**src/rtl/ram_pkg.sv**
```systemverilog
// Shared definitions for the 256x8 test RAM: geometry, read-checker FSM encoding
// and the expected fill pattern used by both the write side and the checker.
package ram_pkg;

  localparam int unsigned ADDR_W = 8;
  localparam int unsigned DATA_W = 8;

  localparam logic [2:0] S_IDLE  = 3'd0;
  localparam logic [2:0] S_ISSUE = 3'd1;
  localparam logic [2:0] S_WAIT  = 3'd2;
  localparam logic [2:0] S_CHECK = 3'd3;
  localparam logic [2:0] S_PACE  = 3'd4;
  localparam logic [2:0] S_DONE  = 3'd5;

  // Each location holds its own address, optionally scrambled with a constant.
  function automatic logic [DATA_W-1:0] exp_data(input logic [ADDR_W-1:0] addr,
                                                 input logic [DATA_W-1:0] pattern);
    return DATA_W'(addr) ^ pattern;
  endfunction

endpackage

```
**src/rtl/ram_rd_pacer.sv**
```systemverilog
// Loadable down-counter; expire is high once the count has reached zero.
module ram_rd_pacer #(
  parameter int unsigned   W        = 1,
  parameter logic [W-1:0]  LOAD_VAL = '0
) (
  input  logic clk,
  input  logic rst_n,
  input  logic load,
  input  logic en,
  output logic expire
);

  logic [W-1:0] cnt_q;
  logic [W-1:0] cnt_d;

  always_comb begin
    cnt_d = cnt_q;
    if (load) begin
      cnt_d = LOAD_VAL;
    end else if (en && (cnt_q != '0)) begin
      cnt_d = cnt_q - W'(1);
    end else begin
      cnt_d = cnt_q;
    end
  end

  always_ff @(posedge clk or negedge rst_n) begin
    if (!rst_n) begin
      cnt_q <= '0;
    end else begin
      cnt_q <= cnt_d;
    end
  end

  assign expire = (cnt_q == '0);

endmodule

```
**src/rtl/ram_rd_check.sv**
```systemverilog
// Read-back checker: sweeps the whole RAM, compensates read latency, paces the
// sweep and reports pass, error count and first failing address.
module ram_rd_check
  import ram_pkg::*;
#(
  parameter int unsigned         RD_LAT   = 1,
  parameter int unsigned         PACE_MAX = 9999,
  parameter logic [DATA_W-1:0]   EXP_XOR  = '0
) (
  input  logic              clk,
  input  logic              rst_n,
  input  logic              start,
  input  logic              abort,
  output logic              rd_en,
  output logic [ADDR_W-1:0] rd_addr,
  input  logic [DATA_W-1:0] rd_data,
  output logic              busy,
  output logic              done,
  output logic              pass,
  output logic [ADDR_W:0]   err_cnt,
  output logic [ADDR_W-1:0] first_err_addr
);

  localparam int unsigned CNT_W     = ADDR_W + 1;
  localparam int unsigned LAT_W     = $clog2(RD_LAT + 1);
  localparam int unsigned PACE_W    = $clog2(PACE_MAX + 2);
  localparam int unsigned LAT_LOAD  = (RD_LAT > 1) ? RD_LAT - 2 : 0;
  localparam int unsigned PACE_LOAD = (PACE_MAX > 0) ? PACE_MAX - 1 : 0;
  localparam logic [ADDR_W-1:0] ADDR_LAST = {ADDR_W{1'b1}};

  logic [2:0]        state_q, state_d, fsm_nxt;
  logic [ADDR_W-1:0] rd_addr_q, rd_addr_d;
  logic [ADDR_W:0]   err_cnt_q, err_cnt_d;
  logic [ADDR_W-1:0] first_q, first_d;
  logic              pass_q, pass_d;
  logic              done_q, done_d;
  logic              lat_expire, pace_expire;
  logic              sweep_go, step, mismatch, last_addr;

  ram_rd_pacer #(.W(LAT_W), .LOAD_VAL(LAT_W'(LAT_LOAD))) u_lat (
    .clk    (clk),
    .rst_n  (rst_n),
    .load   (state_q == S_ISSUE),
    .en     (state_q == S_WAIT),
    .expire (lat_expire)
  );

  ram_rd_pacer #(.W(PACE_W), .LOAD_VAL(PACE_W'(PACE_LOAD))) u_pace (
    .clk    (clk),
    .rst_n  (rst_n),
    .load   (state_q == S_CHECK),
    .en     (state_q == S_PACE),
    .expire (pace_expire)
  );

  assign last_addr = (rd_addr_q == ADDR_LAST);
  assign sweep_go  = (state_q == S_IDLE) && start && !abort;
  assign mismatch  = (state_q == S_CHECK) && (rd_data != exp_data(rd_addr_q, EXP_XOR));
  assign step      = !abort && (((state_q == S_CHECK) && !last_addr && (PACE_MAX == 0)) ||
                                ((state_q == S_PACE) && pace_expire));

  always_comb begin
    fsm_nxt = state_q;
    case (state_q)
      S_IDLE:  fsm_nxt = start ? S_ISSUE : S_IDLE;
      S_ISSUE: fsm_nxt = (RD_LAT > 1) ? S_WAIT : S_CHECK;
      S_WAIT:  fsm_nxt = lat_expire ? S_CHECK : S_WAIT;
      S_CHECK: begin
        if (last_addr) begin
          fsm_nxt = S_DONE;
        end else if (PACE_MAX == 0) begin
          fsm_nxt = S_ISSUE;
        end else begin
          fsm_nxt = S_PACE;
        end
      end
      S_PACE:  fsm_nxt = pace_expire ? S_ISSUE : S_PACE;
      S_DONE:  fsm_nxt = S_IDLE;
      default: fsm_nxt = S_IDLE;
    endcase
    // abort beats everything, including a simultaneous start in IDLE
    state_d = abort ? S_IDLE : fsm_nxt;
  end

  always_comb begin
    rd_addr_d = rd_addr_q;
    err_cnt_d = err_cnt_q;
    first_d   = first_q;
    pass_d    = pass_q;
    done_d    = (state_q == S_DONE) && !abort;
    if (sweep_go) begin
      rd_addr_d = '0;
    end else if (step) begin
      rd_addr_d = rd_addr_q + ADDR_W'(1);
    end else begin
      rd_addr_d = rd_addr_q;
    end
    if (sweep_go) begin
      err_cnt_d = '0;
      first_d   = '0;
    end else if (mismatch) begin
      err_cnt_d = err_cnt_q + CNT_W'(1);
      first_d   = (err_cnt_q == '0) ? rd_addr_q : first_q;
    end else begin
      err_cnt_d = err_cnt_q;
      first_d   = first_q;
    end
    if (sweep_go || (abort && (state_q != S_IDLE))) begin
      pass_d = 1'b0;
    end else if (state_q == S_DONE) begin
      pass_d = (err_cnt_q == '0);
    end else begin
      pass_d = pass_q;
    end
  end

  always_ff @(posedge clk or negedge rst_n) begin
    if (!rst_n) begin
      state_q   <= S_IDLE;
      rd_addr_q <= '0;
      err_cnt_q <= '0;
      first_q   <= '0;
      pass_q    <= 1'b0;
      done_q    <= 1'b0;
    end else begin
      state_q   <= state_d;
      rd_addr_q <= rd_addr_d;
      err_cnt_q <= err_cnt_d;
      first_q   <= first_d;
      pass_q    <= pass_d;
      done_q    <= done_d;
    end
  end

  assign rd_en          = (state_q == S_ISSUE);
  assign busy           = (state_q != S_IDLE);
  assign rd_addr        = rd_addr_q;
  assign err_cnt        = err_cnt_q;
  assign first_err_addr = first_q;
  assign pass           = pass_q;
  assign done           = done_q;

endmodule

```
**config.mk**
```make
export PLATFORM = sky130hd
export DESIGN_NAME = ram_rd_check
export DESIGN_NICKNAME = d
export VERILOG_FILES = /design/src/rtl/ram_pkg.sv /design/src/rtl/ram_rd_pacer.sv /design/src/rtl/ram_rd_check.sv
export SDC_FILE = /design/constraint.sdc
export NUM_CORES = 1
export LEC_CHECK = 0
export CORE_MARGIN = 4
export CORE_UTILIZATION = 53
export DETAILED_ROUTE_END_ITERATION = 8
export GPL_TIMING_DRIVEN = 0
export PLACE_DENSITY = 0.88
export SKIP_CTS_REPAIR_TIMING = 1
export SYNTH_ARGS = -nofsm -noshare
export SYNTH_HDL_FRONTEND = slang
export SYNTH_SLANG_ARGS = --single-unit
```
**constraint.sdc**
```tcl
create_clock -name clk -period 1.9 [get_ports clk]
set_clock_uncertainty 0.05 [all_clocks]
set_input_delay 0.285 -clock clk [delete_from_list [all_inputs] [get_ports clk]]
set_output_delay 0.285 -clock clk [all_outputs]
set_load 0.01 [all_outputs]
```
Word-level counts from Yosys, hierarchy flattened

Index checks and enable logic that the tools add are counted.

Register bits after elaboration: 45
Output and inout port bits: 29

$add $sub $neg: 4
Eq/ne operators: 7
Mux-type cells: 19
Reductions and logical operators: 23

Operator list:

| kind                                                | number |
|---|---|
| two-way mux 8 bit                                   | 5 |
| two-way mux 14 bit                                  | 2 |
| two-way mux 9 bit                                   | 2 |
| case mux 3 bit (5 select lines)                     | 1 |
| zero test 14 bit                                    | 1 |
| nonzero test 14 bit                                 | 1 |
| subtractor 14 x 1 -> 14 bit (second input constant) | 1 |
| nonzero test 2 bit                                  | 6 |
| adder 9 x 1 -> 9 bit (second input constant)        | 1 |
| logical AND 1 bit                                   | 9 |
| zero test 9 bit                                     | 1 |
| adder 8 x 1 -> 8 bit (second input constant)        | 1 |
| == test 8 bit (second input constant)               | 1 |
| inequality test 8 bit                               | 1 |
| two-way mux 1 bit                                   | 7 |
| == test 3 x 2 -> 1 bit (second input constant)      | 2 |
| == test 3 bit (second input constant)               | 2 |
| two-way mux 3 bit                                   | 2 |
| == test 3 x 1 -> 1 bit (second input constant)      | 1 |
| zero test 3 bit                                     | 1 |
| nonzero test 3 bit                                  | 1 |
| AND reduction 2 bit                                 | 1 |
| zero test 1 bit                                     | 1 |
| logical OR 1 bit                                    | 1 |
| subtractor 1 bit (second input constant)            | 1 |

Logic depth before layout (Yosys ltp)

Depth after elaboration: 5
Gate-level depth with buffers: 8
Gate-level depth less buffers: 6

Hierarchy

A second synthesis with hierarchy kept.

Cell total of the unflattened synthesis: 266
Area total of the unflattened synthesis: 2497.4 um^2

Modules (own cells, without submodules):

| module                 | times used | cells each | area each (um^2) | sequential area each (um^2) |
|---|---|---|---|---|
| ram_rd_check           | 1          | 181        | 1675.4           | 750.7 |
| ram_rd_pacer at u_pace | 1          | 82         | 780.7            | 350.3 |
| ram_rd_pacer at u_lat  | 1          | 3          | 41.3             | 25.0 |

Worst setup path before layout

Ideal clock, no wire load.

Path kind: reg-to-reg
From: register u_pace.cnt_q[0]
To: register u_pace.cnt_q[10]
Setup time: 0.069 ns
Arrival time: 1.635 ns
Required time: 1.781 ns
Slack: 0.146 ns
Cell stages (with the launch flop): 7
Buffers on the path: 0
Cell sequence: dfrtp_1 -> inv_1 -> ha_1 -> nor3b_1 -> nand3_2 -> or4_1 -> nand3_1

Longest elaborated chain between the ends: 3

RTL lines:

| what                                                                      | RTL line                               | text |
|---|---|---|
| start: declaration                                                        | ram_rd_pacer.sv:13                     | `logic [W-1:0] cnt_q;` |
| start signal: assignment                                                  | ram_rd_pacer.sv:31                     | `cnt_q <= cnt_d;` |
| subtractor 14 x 1 -> 14 bit / nonzero test 14 bit (equally long branches) | ram_rd_pacer.sv:21, ram_rd_pacer.sv:20 |  |
| two-way mux 14 bit / logical AND 1 bit (equally long branches)            | ram_rd_pacer.sv:20                     | `end else if (en && (cnt_q != '0)) begin` |
| two-way mux 14 bit / nonzero test 2 bit (equally long branches)           | -                                      |  |

Several ways; a longest one is shown, not always the timed one. The select of a mux whose other input is x is not followed.
A chain may end at the register's enable or synchronous reset.

Worst setup path in the final report

From: register state_q[2]
To: register u_pace.cnt_q[10]

Longest elaborated chain between the ends: 3

RTL lines:

| what                                | RTL line            | text |
|---|---|---|
| start: declaration                  | ram_rd_check.sv:31  | `logic [2:0] state_q, state_d, fsm_nxt;` |
| start signal: assignment            | ram_rd_check.sv:126 | `state_q <= state_d;` |
| == test 3 bit                       | ram_rd_check.sv:52  | `.en (state_q == S_PACE),` |
| logical AND 1 bit                   | ram_rd_pacer.sv:20  |  |
| nonzero test 2 bit (no source line) | -                   |  |

Several ways; a longest one is shown, not always the timed one.

==> flow_summary.ini <==
[layout]
drive_above_1_share_pct = 16.72
antenna_cells = 0
area_growth_pct = 30.12
instances_no_fill = 363
final_common_cell = dfrtp_1
nFillCells = 317
multi_input_area_mm2 = 0.001324
fin_nets = 328
final_cell_mix = dfrtp_1, clkdlybuf4s50_1, nand2_1
seqCellArea_mm2 = 0.001129
utilization_pct = 72.96

[yosys]
ys_seq_area_share_pct = 44.89
postSynth.topFlopCell = dfrtp_1
yosys-top-cells-area = dfrtp_1, xnor2_1, mux2i_1
ys_types = 51
yosys_warnings = 0
synth_nets = 270
synthCells = 253
synth_top_cell_area_share_pct = 44.89
synth_top_cell_by_area = dfrtp_1
avgSynthCellArea_um2 = 9.916
synth_edf_count = 0
synth_seq_cells = 45
async_reset_ff_share_pct = 100.0
synth_area_mm2 = 0.002509

[floorplanning]
row_count = 24
placeableCoreArea_mm2 = 0.004474
fp.dieH_um = 76.80
die_w_um = 76.80
dieArea_mm2 = 0.005898
start_util_pct = 56.07
io_pins = 41

[global_routing]
antenna_found_initial = 0
overflow = 0
grt_pass1_vias = 2000
grt_pass1_wl_mm = 9.770
grt_usage_pct = 20.67
grt_start_max_net_pins = 29

[detailed_routing]
vias = 2155
routed_via_density = 5.937
totalWireLength_mm = 6.297
wl_per_cell_um = 17.35
drt_pass1_iterations = 4
detail_route.drc_violations = 0
drt_first_iter_violations = 148
postRouteAntennaNets = 0

[critical_path]
cpMaxStageDelayCell = or4_1
r2r_end = u_pace.cnt_q[10]
endpoint_kind = flip-flop
r2r_slack_ns = 0.007
cpPeakStageDelay_ns = 0.42
reg2reg_depth = 6
cp-start-kind = flip-flop
path_buf_inv = 1
worstPathCellList = buf_6, nor3b_4, and2_4, nand3_2, or4_1, nand3_1
worstPathRequired_ns = 2.09
worst_path_dominant_cell_family = simple AND/OR/NAND/NOR gates
r2r_start = state_q[2]
critical_path_class = flip-flop to flip-flop
cp_data_arrival_time_ns = 2.08
path_max_fanout = 10

[power_and_ir_drop]
p_comb_share_pct = 26.7
pwr-share-seq_pct = 49.2
power.internal_mw = 1.692
p_switching_mw = 0.8158
powerDensity_mw_per_mm2 = 768.1
p_clk_share_pct = 24.1
irDropWorstVdd_mv = 0.6964
leakage_nw = 1.275
p_sw_share_pct = 32.54

[placement]
dp_cells = 346
post-place-ws_ns = -0.2045
dp.final_hpwl_mm = 4.238
portBuffers = 40
gp_congestion = 0.8681

[clocking]
clkSinkCount = 45
cts_tree = done
clk_latency_ns = 0.30
ctsHtreeMaxLevel = 2
clkTransAtPathRegs_ns = 0.08
clockRootBuffer = clkbuf_8
numCtsBuffers = 5
clock_path_buffers = 2

[job]
max_cap_viol_count = 0

[timing]
worst_slack_ns = 0.007009
fin_crit_ns = 1.893
setup_viol = 0
min_period_over_period_pct = 99.63
fmax_ghz = 0.5283
worstMarginPinSlew_ns = 0.4749
rsz0062_at_grt = true
slew_violations = 0
slew_headroom_pct = 68.34
hold_viol_final = 0

[worst_hold_path]
worstHoldPathType = input pin to async pin

[run_status]
outcome = completed
[through the flow]
| stage | hold slack, ns | setup TNS (ns) | power (mW) | area [µm²] |
|---|---|---|---|---|
| 6_report | 0.4009 | 0 | 2.507 | 3264 |
| 4_1_cts | -0.1263 | -0.4652 | 2.372 | 3075 |
| 5_1_grt | 0.4306 | -0.6484 | 2.665 | 3264 |
| 2_1_floorplan | -0.06059 | 0 | 1.555 | 2509 |
| 3_3_place_gp | 0.4198 | -30.81 | 1.739 | 2974 |
| 3_5_place_dp | 0.1977 | -1.212 | 1.774 | 2989 |
[cell families after synthesis]
kind of cell | synth area share, %
muxes | 5.187
buffers and inverters | 5.735
xor gates and xnor gates | 6.633
DFF | 44.89
and+or+nand+nor | 25.54
adders and majority gates | 2.494
AOI/OAI and AO/OA | 9.526
[worst reg2reg max path, cell delays in order, from the launching register on]
cell     delay (ns)
dfrtp_1        0.39
buf_6          0.16
nor3b_4        0.39
and2_4         0.24
nand3_2        0.10
or4_1          0.42
nand3_1        0.09
[layout make-up]
class	count	area share [%]
Multi-Input combinational cell	177	40.55
Sequential cell	45	34.57
Timing Repair Buffer	51	15.64
Clock buffer	7	2.645
Buffer	13	2.530
Inverter	18	2.070
Tap cell	52	1.993
[cell usage after synthesis (3+ instances only)]
library cell and count:
clkbuf_1 5, or4_1 3, o21ai_0 7, a31oi_1 4
o31ai_1 6, nor4_1 10, ha_1 5, nand2_1 21
nand4_1 9, nor3_1 7, o211ai_1 3, or3_1 3
mux2i_1 13, a21oi_1 7, dfrtp_1 45, inv_1 18
xnor2_1 17, nor2_1 14, nand3_1 11
[flip-flops by register name, summed over array words and instances, names as in the netlist]
signal	cells
err_cnt	9
rd_addr	8
first_err_addr	8
state_q	3
u_pace.cnt_q	14
done	1
pass	1
u_lat.cnt_q	1
[power by group through the flow]
stage	Combinational [mW]	Sequential (mW)	Clock, mW
6_report	0.671	1.23	0.604
5_1_grt	0.737	1.25	0.674
4_1_cts	0.554	1.21	0.613
3_5_place_dp	0.550	1.22	0
3_3_place_gp	0.522	1.22	0
2_1_floorplan	0.345	1.21	0
[how the worst max path moves through the flow]
stage                               start          endpoint  slack [ns]  cells past startpoint
after floorplan           u_pace.cnt_q[0]  u_pace.cnt_q[10]        0.15                      6
after global placement              rst_n   u_pace.cnt_q[3]       -0.68                      1
after detailed placement  u_pace.cnt_q[0]  u_pace.cnt_q[10]       -0.20                      6
after CTS                 u_pace.cnt_q[0]  u_pace.cnt_q[10]       -0.23                      6
after global routing           state_q[2]  u_pace.cnt_q[10]       -0.09                      6
final                          state_q[2]  u_pace.cnt_q[10]       0.007                      6
[metal layers]
metal | global-route usage [%] | part of all wire, %
met5 | 0 | 0
met2 | 34.23 | 51
met4 | 7.609 | 1.5
met1 | 26.48 | 43
met3 | 4.567 | 4.9
Note: power is estimated with default switching activity, not from simulation.
==> variant 1: new RTL, same flow settings <==
Register the outputs `rd_en` and `busy`, cleared by the reset; this adds one clock of latency there. The other outputs are not delayed to match.
--- a/src/rtl/ram_rd_check.sv
+++ b/src/rtl/ram_rd_check.sv
@@ -132,8 +132,15 @@
     end
   end
 
-  assign rd_en          = (state_q == S_ISSUE);
-  assign busy           = (state_q != S_IDLE);
+  always_ff @(posedge clk or negedge rst_n) begin
+    if (!rst_n) begin
+      rd_en <= '0;
+      busy  <= '0;
+    end else begin
+      rd_en <= (state_q == S_ISSUE);
+      busy  <= (state_q != S_IDLE);
+    end
+  end
   assign rd_addr        = rd_addr_q;
   assign err_cnt        = err_cnt_q;
   assign first_err_addr = first_q;
Behaviour: not the same (Yosys sat finds a counterexample within 4 cycles, from zero or initial values and one cycle with rst_n low).
==> variant 1 against the unedited design <==
- the flow now finishes with violations (negative setup slack)
- synthesized area decreased by 0.95%
- sequential cell count rose by 2
- cell area decreased by 0.61%
- largest cell class unchanged
- setup slack got worse by 0.20 ns
- highest routed layer unchanged
- critical path type unchanged
- wire length decreased by 2.5%
- die area is 0.86% lower
- power up 14%
==> variant 1: results (changes against the unedited design) <==
[final_layout]
largest-register = u_pace.cnt_q
final_layout_size_suffix_gt1_frac = 0.142  ; -0.0248
largest_register_ff_count = 14  ; unchanged
multi_input_gate_area_in_the_final_layout_mm2 = 0.00129  ; -2.6%
insertedDiodeCount = 0  ; unchanged
filler_cell_count = 309  ; -2.5%
design.final.nets = 331  ; +0.91%

[status]
failed_checks = negative setup slack
run_status = finished, violations left

[clock_network]
clkLatencyLatePin_ns = 0.31
clock-root-buffer = sky130_fd_sc_hd__clkbuf_8
cts.htree.levels = 2  ; unchanged
cts_buffer_depth = 2  ; unchanged
tritoncts.num_buffers = 5  ; unchanged
clk_pin_slew_ns = 0.09

[global_route]
antenna_found_initial = 0  ; unchanged
first_global_vias = 2092  ; +4.6%
maximum_number_of_pins_on_one_net_before_global_route_repair = 25  ; -14%
global_route_total_overflow = 0  ; unchanged
grtUsageTotal = 0.211  ; +0.00423
grt_first_pass_wirelength_mm = 9.98  ; +2.2%

[power]
intPower_mw = 2.00  ; +18%
power.ir.vdd_worst_mv = 0.868  ; +25%
power.leakage_nw = 1.34  ; +5.0%

[yosys]
postSynthNetCount = 278  ; +3.0%
synth-warning-count = 0  ; unchanged
post_synth_most_frequent_cells = sky130_fd_sc_hd__dfrtp_1 (47), sky130_fd_sc_hd__nand2_1 (30), sky130_fd_sc_hd__nor2_1 (26), sky130_fd_sc_hd__o21ai_0 (17), sky130_fd_sc_hd__xnor2_1 (16)
synth_flop_cell = sky130_fd_sc_hd__dfrtp_1
seq_area_frac_synth = 0.473  ; +0.0244
yosysUniqueCellTypes = 41  ; -20%
ys_async_sr_fraction = 1.00  ; unchanged
synth_area_leaders = sky130_fd_sc_hd__dfrtp_1 (47%), sky130_fd_sc_hd__xnor2_1 (5.6%), sky130_fd_sc_hd__nand2_1 (4.5%)

[detailed_routing]
drt_iter0_markers = 134  ; -9.5%
drtAntennaViolNets = 0  ; unchanged
drt-wirelength-per-cell_um = 16.7  ; -3.8%
drt_pre_antenna_iters = 4  ; unchanged
viasPerCell = 5.93  ; -0.17%

[critical_path]
crit-reg2reg-capture = rd_addr[1]
r2r-start = u_pace.cnt_q[0]
critical_path_class = flip-flop to flip-flop
reg2regPathDepth = 7  ; +1
reg2reg_setup_slack_ns = -0.19  ; -0.20 ns
critical_path_peak_fanout = 7  ; -3
timing.critical_path.arrival_ns = 2.22  ; +0.14 ns

[timing]
hold_viol_final = 0  ; unchanged
max-slew-margin-rel = 0.607  ; -0.0764
setup_viol = 19  ; +19
fin_ws_ns = -0.194  ; -0.201 ns

[placement]
worst_setup_timing_slack_at_the_placement_stage_ns = -0.299  ; -0.0947 ns
detailed_place_hpwl_mm = 4.21  ; -0.59%
portBuffers = 39  ; -2.5%
postPlaceCellArea_mm2 = 0.00298  ; -0.38%
place_congestion = 0.874  ; +0.70%

[min_path]
worst_hold_class = input pin to flip-flop
hold-path-cell-count = 2

variant 1: cell count changes in the layout (fill, tap and decap cells not counted), moves of 4 or more:
cell / change
sky130_fd_sc_hd__mux2i_1: -11
sky130_fd_sc_hd__o21ai_0: +10
sky130_fd_sc_hd__nand2_1: +8
sky130_fd_sc_hd__xor2_1: +9
sky130_fd_sc_hd__buf_4: -4
sky130_fd_sc_hd__clkbuf_4: +4
sky130_fd_sc_hd__inv_1: -12
sky130_fd_sc_hd__nand4_1: +4
sky130_fd_sc_hd__and3_1: +4
sky130_fd_sc_hd__nor2_1: +12
variant 1: area by class of cell:
type                    count  area share
clock inverters             2      0.0185
multi-input cells         193       0.398
well taps                  52      0.0201
repair buffers             46       0.142
plain buffers              14      0.0274
flip-flops and latches     47       0.363
inverters                   8     0.00926
clock buffers               6      0.0224
variant 1: cells by family (layout without fill, tap and decap cells):
kind of cell / Yosys count / in the layout / synth area share
and+or+nand+nor: 120 / 120 / 0.263
DFF: 47 / 47 / 0.473
AOI/OAI and AO/OA: 40 / 40 / 0.100
xor gates and xnor gates: 27 / 27 / 0.0952
buffers and inverters: 22 / 76 / 0.0398
adders and majority gates: 4 / 4 / 0.0201
muxes: 2 / 2 / 0.00806
variant 1: worst min-delay path by stage:
stage,start,to,slack (ns)
finish,abort,done,0.33
global route,abort,done,0.34
CTS,rst_n,state_q[1],-0.08
detailed placement,rst_n,state_q[1],0.26
global placement,u_lat.cnt_q,u_lat.cnt_q,0.42
floorplan,rst_n,busy,-0.06
variant 1: metal layers:
layer | GRT usage | vias to the layer above | share of wire
li1 | - | 1020 | -
met1 | 0.258 | 1076 | 0.42
met2 | 0.357 | 69 | 0.52
met3 | 0.0532 | 16 | 0.045
met4 | 0.0815 | 0 | 0.020
met5 | 0 | - | 0
variant 1: through the flow:
stage	utilization	hold WS, ns	cells	TNS (ns)
6_report	0.730	0.332	368	-2.28
5_1_grt	0.730	0.340	368	-3.84
4_1_cts	0.700	-0.0760	362	-4.22
3_5_place_dp	0.670	0.263	354	-4.55
3_3_place_gp	0.665	0.418	353	-38.41
2_1_floorplan	-	-0.0606	262	-0.208
variant 1: critical path, stage by stage, from the launching register on:
cell	delay, ns
sky130_fd_sc_hd__dfrtp_1	0.40
sky130_fd_sc_hd__inv_2	0.09
sky130_fd_sc_hd__ha_4	0.14
sky130_fd_sc_hd__or4b_4	0.50
sky130_fd_sc_hd__nor3b_4	0.35
sky130_fd_sc_hd__and2_4	0.22
sky130_fd_sc_hd__mux2i_1	0.17
sky130_fd_sc_hd__nor2_1	0.06
variant 1: power by group through the flow:
stage	registers, mW	logic, mW	clock network, mW
finish	1.24	0.755	0.865
floorplan	1.25	0.403	0
global route	1.26	0.828	0.925
global placement	1.25	0.608	0
CTS	1.24	0.649	0.880
detailed placement	1.26	0.644	0
==> variant 2: new RTL, config.mk and constraints unchanged <==
Made on the original files. Set the parameter `PACE_MAX` to 19998 (it was 9999).
--- a/src/rtl/ram_rd_check.sv
+++ b/src/rtl/ram_rd_check.sv
@@ -4,7 +4,7 @@
   import ram_pkg::*;
 #(
   parameter int unsigned         RD_LAT   = 1,
-  parameter int unsigned         PACE_MAX = 9999,
+  parameter int unsigned         PACE_MAX = 19998,
   parameter logic [DATA_W-1:0]   EXP_XOR  = '0
 ) (
   input  logic              clk,
Formal check against the unedited RTL: same outputs for any inputs over 10 cycles, from zero or initial values and one cycle with rst_n low; that may be too few to reach the edited logic, so the function may still have changed.
==> variant 2 against the unedited design <==
- the flow now finishes with violations (negative setup slack)
- wire length up 26%
- setup slack worse by 0.44 ns
- sequential cell count up 1
- combinational power up 38%
- maximum frequency down 19%
- hold slack worse by 0.054 ns
- utilization down 0.25 points
- die area up 9.7%
- global-route usage up 2.4 points
- cell area up 14%
- critical path depth up 1
- power up 23%
- synthesized area up 11%
==> variant 2: results (changes against the unedited design) <==
[status]
run_status = finished, violations left
failed_checks = negative setup slack

[yosys]
synth_xor_area_frac = 0.0284  ; -0.0380
yosysUniqueCellTypes = 48  ; -5.9%
synth-warning-count = 0  ; unchanged
seq_area_frac_synth = 0.414  ; -0.0348
yosys-mux-area-fraction = 0.126  ; +0.0737
synthCells = 295  ; +17%
postSynthNetCount = 312  ; +16%
ys_async_sr_fraction = 1.00  ; unchanged
synth_area_leaders = sky130_fd_sc_hd__dfrtp_1 (41%), sky130_fd_sc_hd__mux2i_1 (9.7%), sky130_fd_sc_hd__nand2_1 (3.8%)
synth-adder-area-share = 0.0225  ; -0.00244
synth_area_in_compound_gates = 0.0950  ; -0.000302
post_synth_most_frequent_cells = sky130_fd_sc_hd__dfrtp_1 (46), sky130_fd_sc_hd__nand2_1 (28), sky130_fd_sc_hd__nor2_1 (28), sky130_fd_sc_hd__mux2i_1 (27), sky130_fd_sc_hd__nand4_1 (15)

[clock_network]
cts.htree.levels = 2  ; unchanged
cts_buffer_depth = 2  ; unchanged

[placement]
total_placed_cells_including_tap_cells = 405  ; +17%
portBuffers = 39  ; -2.5%
place_congestion = 0.840  ; -3.2%
worst_setup_timing_slack_at_the_placement_stage_ns = -0.537  ; -0.333 ns
postPlaceCellArea_mm2 = 0.00330  ; +11%
detailed_place_hpwl_mm = 4.98  ; +18%

[min_path]
hold-path-cell-count = 2
worst_hold_class = input pin to flip-flop

[critical_path]
crit-reg2reg-capture = rd_addr[4]
slowest_delay_ns = 0.49  ; +0.07 ns
critical_path_peak_fanout = 5  ; -5
reg2regPathDepth = 7  ; +1
r2r-start = u_pace.cnt_q[0]
critical_path.slowest_cell = sky130_fd_sc_hd__or4b_4

[final_layout]
largest_register_ff_count = 15  ; +1
filler_cell_count = 326  ; +2.8%
design.final.nets = 369  ; +13%
multi_input_gate_area_in_the_final_layout_mm2 = 0.00167  ; +26%
final_layout_size_suffix_gt1_frac = 0.221  ; +0.0538

[detailed_routing]
totalWireLength_mm = 7.95  ; +26%
drt_pre_antenna_iters = 6  ; +2
num_vias = 2596  ; +20%
viasPerCell = 6.14  ; +3.4%
drt_iter0_markers = 247  ; +67%

[timing]
setup_viol = 25  ; +25
max-slew-margin-rel = 0.639  ; -0.0447
whs_ns = 0.347  ; -0.0539 ns
totalNegativeSetupSlack_ns = -7.35  ; -7.35 ns
fin_ws_ns = -0.429  ; -0.436 ns

[global_route]
maximum_number_of_pins_on_one_net_before_global_route_repair = 28  ; -3.4%
antenna_found_initial = 0  ; unchanged
first_global_vias = 2400  ; +20%
grt_first_pass_wirelength_mm = 11.6  ; +18%
grtUsageTotal = 0.231  ; +0.0240

[power]
intPower_mw = 2.05  ; +21%
power.ir.vdd_worst_mv = 0.497  ; -29%
power.leakage_nw = 1.61  ; +26%

==> variant 2: changes by cell type after synthesis, moves of 6 or more <==
cell | before | now
sky130_fd_sc_hd__clkbuf_1 | 5 | 11
sky130_fd_sc_hd__nand4_1 | 9 | 15
sky130_fd_sc_hd__xnor2_1 | 17 | 9
sky130_fd_sc_hd__nor2_1 | 14 | 28
sky130_fd_sc_hd__nor4_1 | 10 | 4
sky130_fd_sc_hd__and2_1 | 1 | 7
sky130_fd_sc_hd__nand2_1 | 21 | 28
sky130_fd_sc_hd__mux2i_1 | 13 | 27
==> variant 2: worst register-to-register path: stages (launching register included) <==
cell and delay (ns):
sky130_fd_sc_hd__dfrtp_1 0.44, sky130_fd_sc_hd__inv_2 0.11, sky130_fd_sc_hd__ha_4 0.12, sky130_fd_sc_hd__or4b_4 0.49, sky130_fd_sc_hd__or3_4 0.42, sky130_fd_sc_hd__buf_4 0.17
sky130_fd_sc_hd__nor3_4 0.12, sky130_fd_sc_hd__mux2_4 0.31
==> variant 2: cell families (layout without fill, tap and decap cells) <==
logic type	after synthesis	count (layout)
adder cells (fa/ha/maj)	5	5
flip-flops	46	46
buffers and inverters	31	88
AO/OA/AOI/OAI	39	39
AND/OR/NAND/NOR	131	132
multiplexers	34	34
XOR/XNOR	9	9
==> variant 2: power by group through the flow <==
stage          combinational [mW]  clock (mW)  sequential [mW]
5_1_grt                      1.03       0.934             1.29
6_report                    0.923       0.893             1.27
3_3_place_gp                0.722           0             1.25
3_5_place_dp                0.763           0             1.26
4_1_cts                     0.770       0.894             1.24
2_1_floorplan               0.491           0             1.24
==> variant 2: final cells by class <==
cell class                      instances  share of cell area
Clock inverter                          3              0.0185
Clock buffer                            5              0.0185
Sequential cell                        46               0.310
Timing Repair Buffer                   55               0.147
Inverter                               13              0.0131
Buffer                                 12              0.0182
Multi-Input combinational cell        219               0.451
Tap cell                               70              0.0236
==> variant 2: routing by layer <==
| metal | track usage | share of wire | vias up |
|---|---|---|---|
| met5 | 0 | 0 | - |
| met4 | 0.0845 | 0.032 | 0 |
| met3 | 0.0460 | 0.080 | 31 |
| met2 | 0.378 | 0.49 | 159 |
| met1 | 0.301 | 0.40 | 1232 |
| li1 | - | - | 1174 |
==> variant 2: worst max-delay path by stage <==
stage | startpoint | end | slack, ns | cells past startpoint
floorplan | u_pace.cnt_q[0] | rd_addr[3] | -0.32 | 7
global placement | rst_n | first_err_addr[6] | -0.84 | 1
detailed placement | u_pace.cnt_q[0] | state_q[0] | -0.54 | 7
CTS | u_pace.cnt_q[0] | state_q[0] | -0.57 | 7
global route | u_pace.cnt_q[0] | rd_addr[3] | -0.49 | 6
finish | u_pace.cnt_q[0] | rd_addr[4] | -0.43 | 7
